==> config.mk <==
export PLATFORM = sky130hd
export DESIGN_NAME = modn_count
export DESIGN_NICKNAME = d
export VERILOG_FILES = /design/src/rtl/modn_count.sv
export SDC_FILE = /design/constraint.sdc
export NUM_CORES = 1
export LEC_CHECK = 0
export CAP_MARGIN = 40
export CORE_AREA = 2 2 39 41
export CTS_CLUSTER_DIAMETER = 120
export DETAILED_ROUTE_END_ITERATION = 8
export DIE_AREA = 0 0 41 43
export GPL_ROUTABILITY_DRIVEN = 0
export MAX_ROUTING_LAYER = met4
export PLACE_DENSITY = 0.64
export RECOVER_POWER = 25
export SLEW_MARGIN = 25
export SYNTH_ARGS = -nofsm -noshare
export SYNTH_HDL_FRONTEND = slang
export SYNTH_SLANG_ARGS = --single-unit
==> constraint.sdc <==
create_clock -name clk -period 3.3 [get_ports clk]
set_clock_uncertainty 0.1 [all_clocks]
set_input_delay 0.495 -clock clk [delete_from_list [all_inputs] [get_ports clk]]
set_output_delay 0.495 -clock clk [all_outputs]
set_load 0.03 [all_outputs]
==> src/rtl/modn_count.sv <==
// rtl/modn_count.sv - cascadable modulo-MOD up/down counter stage with guarded load
//
// Purpose:
//   One digit stage of a counter chain. It counts modulo MOD, up or down. It also
//   supports a synchronous clear and a parallel load. A load with an out-of-range
//   value is rejected and sets a sticky error flag. To cascade stages, drive the en
//   of stage k+1 from the inc_nxt of stage k. The carry is combinational, so every
//   stage in the chain steps on the same clock edge.
//
// Ports:
//   clk      in   1      rising-edge system clock
//   rst      in   1      asynchronous active-high reset (cnt=RESET_VAL, ld_err=0)
//   en       in   1      count enable (usually inc_nxt of the stage below)
//   up_dn    in   1      1 = count up, 0 = count down
//   clr      in   1      synchronous clear; highest priority
//   ld       in   1      synchronous load of ld_val
//   ld_val   in   WIDTH  value to load
//   cnt      out  WIDTH  registered count, 0..MOD-1
//   inc_nxt  out  1      carry/borrow to the next stage (combinational)
//   tc       out  1      terminal count for the current direction
//   ld_err   out  1      sticky: a load with ld_val >= MOD was rejected

module modn_count #(
  parameter int WIDTH     = 4,
  parameter int MOD       = 3,
  parameter int RESET_VAL = 0
) (
  input  logic             clk,
  input  logic             rst,
  input  logic             en,
  input  logic             up_dn,
  input  logic             clr,
  input  logic             ld,
  input  logic [WIDTH-1:0] ld_val,
  output logic [WIDTH-1:0] cnt,
  output logic             inc_nxt,
  output logic             tc,
  output logic             ld_err
);

  if (MOD < 2) begin : g_chk_mod_min
    $fatal(1, "modn_count: MOD must be >= 2");
  end
  if (64'(MOD) > (64'd1 << WIDTH)) begin : g_chk_mod_max
    $fatal(1, "modn_count: MOD must be <= 2**WIDTH");
  end
  if (RESET_VAL >= MOD || RESET_VAL < 0) begin : g_chk_reset_val
    $fatal(1, "modn_count: RESET_VAL must be in 0..MOD-1");
  end

  // Range comparisons are done one bit wider, since the modulus can equal 2**WIDTH.
  localparam logic [WIDTH:0]   MOD_W = (WIDTH+1)'(MOD);
  localparam logic [WIDTH-1:0] MAX_V = WIDTH'(MOD - 1);
  localparam logic [WIDTH-1:0] RST_V = WIDTH'(RESET_VAL);

  logic             ld_ok;
  logic             cnt_ok;
  logic [WIDTH-1:0] step_val;

  assign ld_ok  = {1'b0, ld_val} < MOD_W;
  assign cnt_ok = {1'b0, cnt} < MOD_W;

  assign tc      = up_dn ? (cnt == MAX_V) : (cnt == '0);
  assign inc_nxt = en & tc & ~clr & ~ld;

  // Next value for an enabled count step. An out-of-range count can only come
  // from an upset. It recovers to 0 in either direction instead of walking
  // further out of range.
  always_comb begin
    step_val = '0;
    if (!cnt_ok) begin
      step_val = '0;
    end else if (up_dn) begin
      step_val = (cnt == MAX_V) ? '0 : cnt + WIDTH'(1);
    end else begin
      step_val = (cnt == '0) ? MAX_V : cnt - WIDTH'(1);
    end
  end

  always_ff @(posedge clk or posedge rst) begin
    if (rst) begin
      cnt    <= RST_V;
      ld_err <= 1'b0;
    end else if (clr) begin
      cnt    <= '0;
      ld_err <= 1'b0;
    end else if (ld) begin
      if (ld_ok) begin
        cnt <= ld_val;
      end else begin
        ld_err <= 1'b1;
      end
    end else if (en) begin
      cnt <= step_val;
    end
  end

endmodule

; Word level (Yosys, flattened, before mapping)
; Cells that the tools add are included.
[classes]
addsub = 2
n_lt_le_gt_ge = 2
eq_ne = 3
mux = 12
bitwise = 5
reduce_logical = 5
[op_table]
columns = op, n
row1 = 4-bit 2-to-1 mux, 8
row2 = 4-bit by 2-bit < comparator with 1-bit output (second input constant), 2
row3 = 4-bit by 1-bit adder with 4-bit output (second input constant), 1
row4 = 4-bit by 2-bit equality test with 1-bit output (second input constant), 1
row5 = 4-bit zero test, 1
row6 = 1-bit 2-to-1 mux, 4
row7 = 2-bit AND reduction, 2
row8 = 4-bit by 1-bit subtractor with 4-bit output (second input constant), 1
row9 = 1-bit AND, 3
row10 = 3-bit by 2-bit != test with 1-bit output (second input constant), 1
row11 = 3-bit nonzero test, 1
row12 = 2-bit != test (second input constant), 1
row13 = 1-bit NOT, 2
row14 = 2-bit nonzero test, 1
[totals]
register_bits = 5
inputBits = 10
out_inout_bits = 7
elab_cells = 31

; Depth between registers and ports, before layout
; Gate-level depths: netlist of the first run.
[depth]
depth_word = 7
ltp_mapped = 5
depth_no_buf = 5

; Least setup slack after synthesis of the first run
; No wires, ideal clock.
[synth_timing]
path_kind = register to output
from = register cnt[0]
to = output inc_nxt
t_arrival_ns = 2.028
t_required_ns = 2.705
setup_slack_ns = 0.677
path_stages_with_launch = 6
n_path_buf = 0
path_cell_list = dfrtp_1 inv_1 ha_1 mux2i_1 nor3_1 and3_1
[synth_between]
elab_chain_len = 5
elab_cells_between_ends = 6
classes_between = eq/ne (1) / mux (1) / bitwise (3) / reduce/logical (1)
[synth_rtl]
columns = element, line_no
row1 = "start, declared", 35  ; output logic [WIDTH-1:0] cnt,
row2 = "start signal, assigned", 89  ; cnt <= ld_val;
row3 = "start signal, assigned", 94  ; cnt <= step_val;
row4 = 4-bit by 2-bit equality test with 1-bit output or 4-bit zero test (tied branches), 63  ; assign tc = up_dn ? (cnt == MAX_V) : (cnt == '0);
row5 = 1-bit 2-to-1 mux (*), 63
row6 = net tc, 37  ; output logic tc,
row7 = 1-bit AND (*) (3 in a row), 64  ; assign inc_nxt = en & tc & ~clr & ~ld;
row8 = "end, declared", 36  ; output logic inc_nxt,
; The timed path passes the listed nets; every way through them passes the cells marked *.

; Worst setup path after layout of the first run
[layout_timing]
from = input up_dn
to = output inc_nxt
[layout_between]
elab_chain_len = 4
[layout_rtl]
columns = element, line_no
row1 = "start, declared", 31  ; input logic up_dn,
row2 = 1-bit 2-to-1 mux, 63
row3 = 1-bit AND (3 in a row), 64
; Every way passes these cells.

==> results.toml, run 1 <==
[die]
die_w_um = 41
initial_utilization_pct = 26.4
floorplan.die.height_um = 43
placement_rows = 14
design.die.area_um2 = 1760
floorplan.core_area_um2 = 1380
ios = 17

[critical_path]
critical-path-top-delay-family = "buffers and inverters"
cp_num_buf_inv = 2
crit_arrival_ns = 2.15
worst_setup_path_end_kind = "primary output"
regToRegStartpoint = "cnt[0]$_DFFE_PP0P_"
crit_path_top_delay_cell = "clkdlybuf4s50_1"
setup.worst_path.class = "input pin to primary output"
crit_path_max_fanout = 4
cp_data_required_time_ns = 2.70
reg2reg_depth = 4
timing.critical_path.to = "inc_nxt"
regToRegSetupSlack_ns = 1.82
r2r_end = "cnt[0]$_DFFE_PP0P_"
cp_num_cells = 5
crit_path_cells = "clkdlybuf4s50_1 > mux2i_1 > nor3_1 > and3_1 > clkdlybuf4s50_1"
timing.critical_path.mode_cell = "clkdlybuf4s50_1"
critPathLaunchType = "input pin"
cp_slowest_stage_delay_ns = 0.66
crit_path_start = "up_dn"

[global_routing]
grt_start_max_net_pins = 7
grt_pass1_wl_mm = 1.23
first_global_vias = 324
use_met3_pct = 3.14
grt-busiest-layer = "met2"
gr-total-overflow = 0
grt_util_all_layers_pct = 10.8
grtUsageMet2_pct = 15.3
globalRouteMet1Util_pct = 12.3
number_of_antenna_violations_at_the_first_check_in_global_routing = 0

[timing]
final-max-slew-violation-count = 0
finalCritPeriodShare_pct = 83.2
timing_worst_slew_pin_value_ns = 0.330
max_freq_mhz = 364
report.final.setup_viol = 0
setup-tns-final_ns = 0
final_hold_viol_count = 0
setup_repair_after_global_routing_missed_its_margin = "false"
finalCriticalPeriod_ns = 2.75
timing.max_slew.rel_slack_pct = 77.8

[detailed_routing]
vias_per_cell = 4.72
drc = 0
routedWlPerCell_um = 11.1
via_count = 349
detail_route.iter0.violations = 3
ant_nets = 0
dr.pass1.iters = 4
drt_wl_total_um = 825

[cells_and_area]
area.growth.synth_to_final_pct = 56.5
final_core_utilization_pct = 41.3
fin_area_um2 = 572
drive_gt1_share_pct = 10.3
layout_commonest_cell = "clkdlybuf4s50_1"
final_net_count = 73
layout.cells.most_common_list = "15 x clkdlybuf4s50_1, 5 x dfrtp_1, 4 x inv_1, 4 x ha_1"
antenna-diode-count = 0

[clock_tree]
cts.sinks = 5
root_buffer = "clkbuf_4"
cts.hold.buffers_added = 0
cts_tree = "built"
post_cts.repair.setup_buffers = 0
cts-resized-gates = 0
clock_path_buffers = 2
path_clk_slew_ns = 0.04
cts_htree_levels = 1
worstSkewPairLatency_ns = 0.24
cts_inserted_buffers = 3

[yosys]
synth.cell_area_um2 = 365
synth-edff-count = 0
ys_dominant_reg_cell = "dfrtp_1"
syn-num-nets = 52
netlist.top_cell.by_area = "dfrtp_1"
netlist-cell-type-count = 22
post_synth_main_area_contributors = "dfrtp_1 34%, ha_1 14%, a32oi_1 4.8%, nor3_1 4.1%, inv_1 4.1%"
yosysWarnings = 0
portion_of_the_post_synthesis_area_used_by_sequential_elements_pct = 34.2
post_synth_inst_count = 38
synth_async_sr_flop_share_pct = 100
post_synth.cell_area_avg_um2 = 9.61
netlist.area_leader.share_pct = 34.2
synth-seq-cells = 5

[power]
ir_drop_uv = 185
static-leakage-power_nw = 0.262
pwr_density_cell_nw_per_um2 = 392

[placement]
placed_cell_area_um2 = 546
detailed_place_hpwl_um = 677
buffer_ports.inserted = 16

[job]
timing.max_cap.violations = 0

[outcome]
status = "complete, no violations"

[hold_path]
hp_class = "flop to flop"
flip-flops by register name, indices dropped and copies added (netlist names):
| signal | flops |
|---|---|
| ld_err | 1 |
| cnt | 4 |
area by class of cell:
class / count / area (um^2)
clock buffer: 4 / 26.3
fill: 153 / 812
inverter: 4 / 15.0
multi-input combinational: 29 / 225
sequential: 5 / 125
tap: 16 / 20.0
timing repair buffer: 16 / 160
tightest hold or removal path, cell delays in order (launching register included):
cell     delay (ns)
dfrtp_1        0.37
inv_1          0.05
o21ai_0        0.07
synth_stat cells (2+ instances only):
cell type and instances:
a21oi_1 2, and3_1 2, ha_1 4, a32oi_1 2, nor3_1 3, dfrtp_1 5, inv_1 4, nor2_1 2
logic make-up (layout without fill, tap and decap cells):
group                    after synthesis  in the layout  synth area share (%)
flip-flops                             5              5                  34.2
multiplexers                           2              2                  5.82
AO/OA/AOI/OAI                         10             10                  20.2
AND/OR/NAND/NOR                       13             13                  21.9
adder cells (fa/ha/maj)                4              4                  13.7
buffers and inverters                  4             24                  4.11
metal layers:
metal  up-vias  part of all wire (%)
met3         0                   7.0
met5         -                     0
li1        182                     -
met1       156                    48
met2        11                    45
met4         0                     0
power by group:
group | total [mW] | switching (mW) | leakage (nW) | internal (mW)
Combinational | 0.0818 | 0.0432 | 0.182 | 0.0386
Clock | 0.0687 | 0.0231 | 0.0150 | 0.0456
Sequential | 0.0736 | 0.00668 | 0.0651 | 0.0669
Total | 0.224 | 0.0729 | 0.262 | 0.151
worst min-delay path by stage:
stage | slack [ns] | startpoint | endpoint | depth (start not counted)
after floorplan | 0.17 | rst | cnt[0]$_DFFE_PP0P_ | 1
after global routing | 0.46 | ld_err$_DFFE_PP0P_ | ld_err$_DFFE_PP0P_ | 2
after detailed placement | 0.44 | ld_err$_DFFE_PP0P_ | ld_err$_DFFE_PP0P_ | 2
after CTS | 0.35 | rst | cnt[3]$_DFFE_PP0P_ | 2
after global placement | 0.43 | ld_err$_DFFE_PP0P_ | ld_err$_DFFE_PP0P_ | 2
final | 0.44 | ld_err$_DFFE_PP0P_ | ld_err$_DFFE_PP0P_ | 2
metrics by stage:
| step | hold WS [ns] | power (mW) | setup WS (ns) | instances |
|---|---|---|---|---|
| floorplan | 0.174 | 0.120 | 0.677 | 38 |
| global placement | 0.429 | 0.158 | 0.571 | 70 |
| detailed placement | 0.444 | 0.157 | 0.545 | 70 |
| CTS | 0.350 | 0.230 | 0.545 | 74 |
| global route | 0.463 | 0.242 | 0.438 | 74 |
| finish | 0.436 | 0.224 | 0.554 | 74 |
No activity file was read; power rests on OpenSTA's default activity.
==> inputs of run 2 (changes only) <==
--- a/config.mk
+++ b/config.mk
@@ -12,7 +12,7 @@
 export DIE_AREA = 0 0 41 43
 export GPL_ROUTABILITY_DRIVEN = 0
 export MAX_ROUTING_LAYER = met4
-export PLACE_DENSITY = 0.64
+export PLACE_DENSITY = 0.66
 export RECOVER_POWER = 25
 export SLEW_MARGIN = 25
 export SYNTH_ARGS = -nofsm -noshare
==> constraint.sdc (replaced) <==
create_clock -name clk -period 2.2 [get_ports clk]
set_clock_uncertainty 0.1 [all_clocks]
set_input_delay 0.33 -clock clk [delete_from_list [all_inputs] [get_ports clk]]
set_output_delay 0.33 -clock clk [all_outputs]
set_load 0.03 [all_outputs]
==> run 2 against run 1 <==
  * Cell area rose by 8.8%
  * Largest power group unchanged
  * Final cell count increased by 9.5%
  * Non-clock buffer count is 7 higher
  * Combinational power up 81%
  * Utilization grew 3.6 points
==> results.toml, run 2 (synthesized netlist as in run 1, its figures left out) <==
[outcome]
status = "complete, no violations"

[timing]
report.final.setup_viol = 0
finalCritPeriodShare_pct = 88.2
finalCriticalPeriod_ns = 1.94
timing_worst_slew_pin_value_ns = 0.310
final-max-slew-violation-count = 0
final_hold_viol_count = 0
hold_slack_ns = 0.320
max_freq_mhz = 515
setup_repair_after_global_routing_missed_its_margin = "false"
timing.max_slew.rel_slack_pct = 79.3

[cells_and_area]
final_core_utilization_pct = 44.9
fin_area_um2 = 622
fin_cells = 81
final.fill_count = 143
drive_gt1_share_pct = 24.6
largest_reg_flops = 4
registers.top_by_ff_count = "cnt"
area.growth.synth_to_final_pct = 70.2
largest_registers = "cnt: 4 flops, ld_err: 1 flops"
antenna-diode-count = 0
layout_commonest_cell = "clkdlybuf4s50_1"
final_net_count = 80
layout.cells.most_common_list = "13 x clkdlybuf4s50_1, 8 x buf_4, 5 x dfrtp_1"

[job]
timing.max_cap.violations = 0

[power]
ir_drop_uv = 306
pwr_density_cell_nw_per_um2 = 570
total_power_mw = 0.354
static-leakage-power_nw = 0.302

[detailed_routing]
drt_wl_total_um = 858
wl_met3_um = 65
dr_wl_met2_um = 377
drc = 0
highest-signal-layer = "met3"
routedWlPerCell_um = 10.6
ant_nets = 0
dr.pass1.iters = 2
via_count = 367
wl_met1_um = 414
detail_route.iter0.violations = 7
vias_per_cell = 4.53

[die]
initial_utilization_pct = 26.4
ios = 17
placement_rows = 14
design.die.area_um2 = 1760
floorplan.core_area_um2 = 1380
die_w_um = 41
floorplan.die.height_um = 43

[global_routing]
first_global_vias = 387
grt_start_max_net_pins = 7
grt_util_all_layers_pct = 13.6
grt_pass1_wl_mm = 1.52
number_of_antenna_violations_at_the_first_check_in_global_routing = 0
gr-total-overflow = 0

[clock_tree]
root_buffer = "clkbuf_4"
cts_htree_levels = 1
cts.hold.buffers_added = 0
path_clk_slew_ns = 0.04
cts_tree = "built"
clock_path_buffers = 2
post_cts.repair.setup_buffers = 0
worstSkewPairLatency_ns = 0.23
cts.sinks = 5
cts_inserted_buffers = 3

[hold_path]
hp_class = "input pin to async pin"

[placement]
buffer_ports.inserted = 16
place.detailed.instances = 77
detailed_place_hpwl_um = 705
placed_cell_area_um2 = 601

[critical_path]
critPathLaunchType = "input pin"
crit_arrival_ns = 1.51
crit_path_max_fanout = 2
cp_data_required_time_ns = 1.77
reg2reg_depth = 5
worst_setup_path_end_kind = "primary output"
setup.worst_path.class = "input pin to primary output"
==> run 2: cell types whose count changed in the layout (fill, tap and decap cells not counted) <==
| cell | delta |
|---|---|
| buf_4 | +8 |
| clkdlybuf4s50_1 | -2 |
| clkbuf_2 | +1 |
| nor3_1 | -1 |
| nor3_2 | +1 |
==> run 2: cell type report <==
cell class	count	area, um^2	share of cell area, %
Tap cell	16	20.0	3.22
Inverter	4	15.0	2.41
Multi-Input combinational cell	29	230	37.0
Clock buffer	4	26.3	4.23
Timing Repair Buffer	23	205	33.0
Sequential cell	5	125	20.1
==> run 2: final timing paths <==
kind	from	endpoint	slack [ns]
max	up_dn	inc_nxt	0.26
min	rst	ld_err$_DFFE_PP0P_	0.32
max reg2reg	cnt[1]$_DFFE_PP0P_	cnt[0]$_DFFE_PP0P_	0.66
min reg2reg	ld_err$_DFFE_PP0P_	ld_err$_DFFE_PP0P_	0.44
max in group asynchronous	rst	cnt[3]$_DFFE_PP0P_	1.52
min in group clk	ld_err$_DFFE_PP0P_	ld_err$_DFFE_PP0P_	0.44
==> run 2: timing repair <==
action | CTS | global route
cloned | 0 | 0
resized for setup | 1 | 2
setup endpoints to repair | 1 | 1
==> run 2: routing by layer <==
metal	up-vias	GRT usage, %
met5	-	-
met4	0	8.00
met3	0	4.71
met2	11	18.4
met1	161	16.8
li1	195	-
==> run 2: power by group <==
| group | switching (mW) | internal (mW) |
|---|---|---|
| Combinational | 0.0742 | 0.0738 |
| Sequential | 0.00534 | 0.100 |
| Clock | 0.0324 | 0.0682 |
| Total | 0.112 | 0.243 |
==> run 2: through the flow <==
stage | TNS [ns] | setup slack [ns]
2_1_floorplan | 0 | 0.0363
3_3_place_gp | -0.131 | -0.131
3_5_place_dp | -0.156 | -0.156
4_1_cts | 0 | 0.0788
5_1_grt | 0 | 0.113
6_report | 0 | 0.259
==> run 2: worst max-delay path, stage by stage <==
cell             delay, ns
clkdlybuf4s50_1       0.50
mux2i_1               0.27
nor3_2                0.06
and3_1                0.17
clkbuf_2              0.17
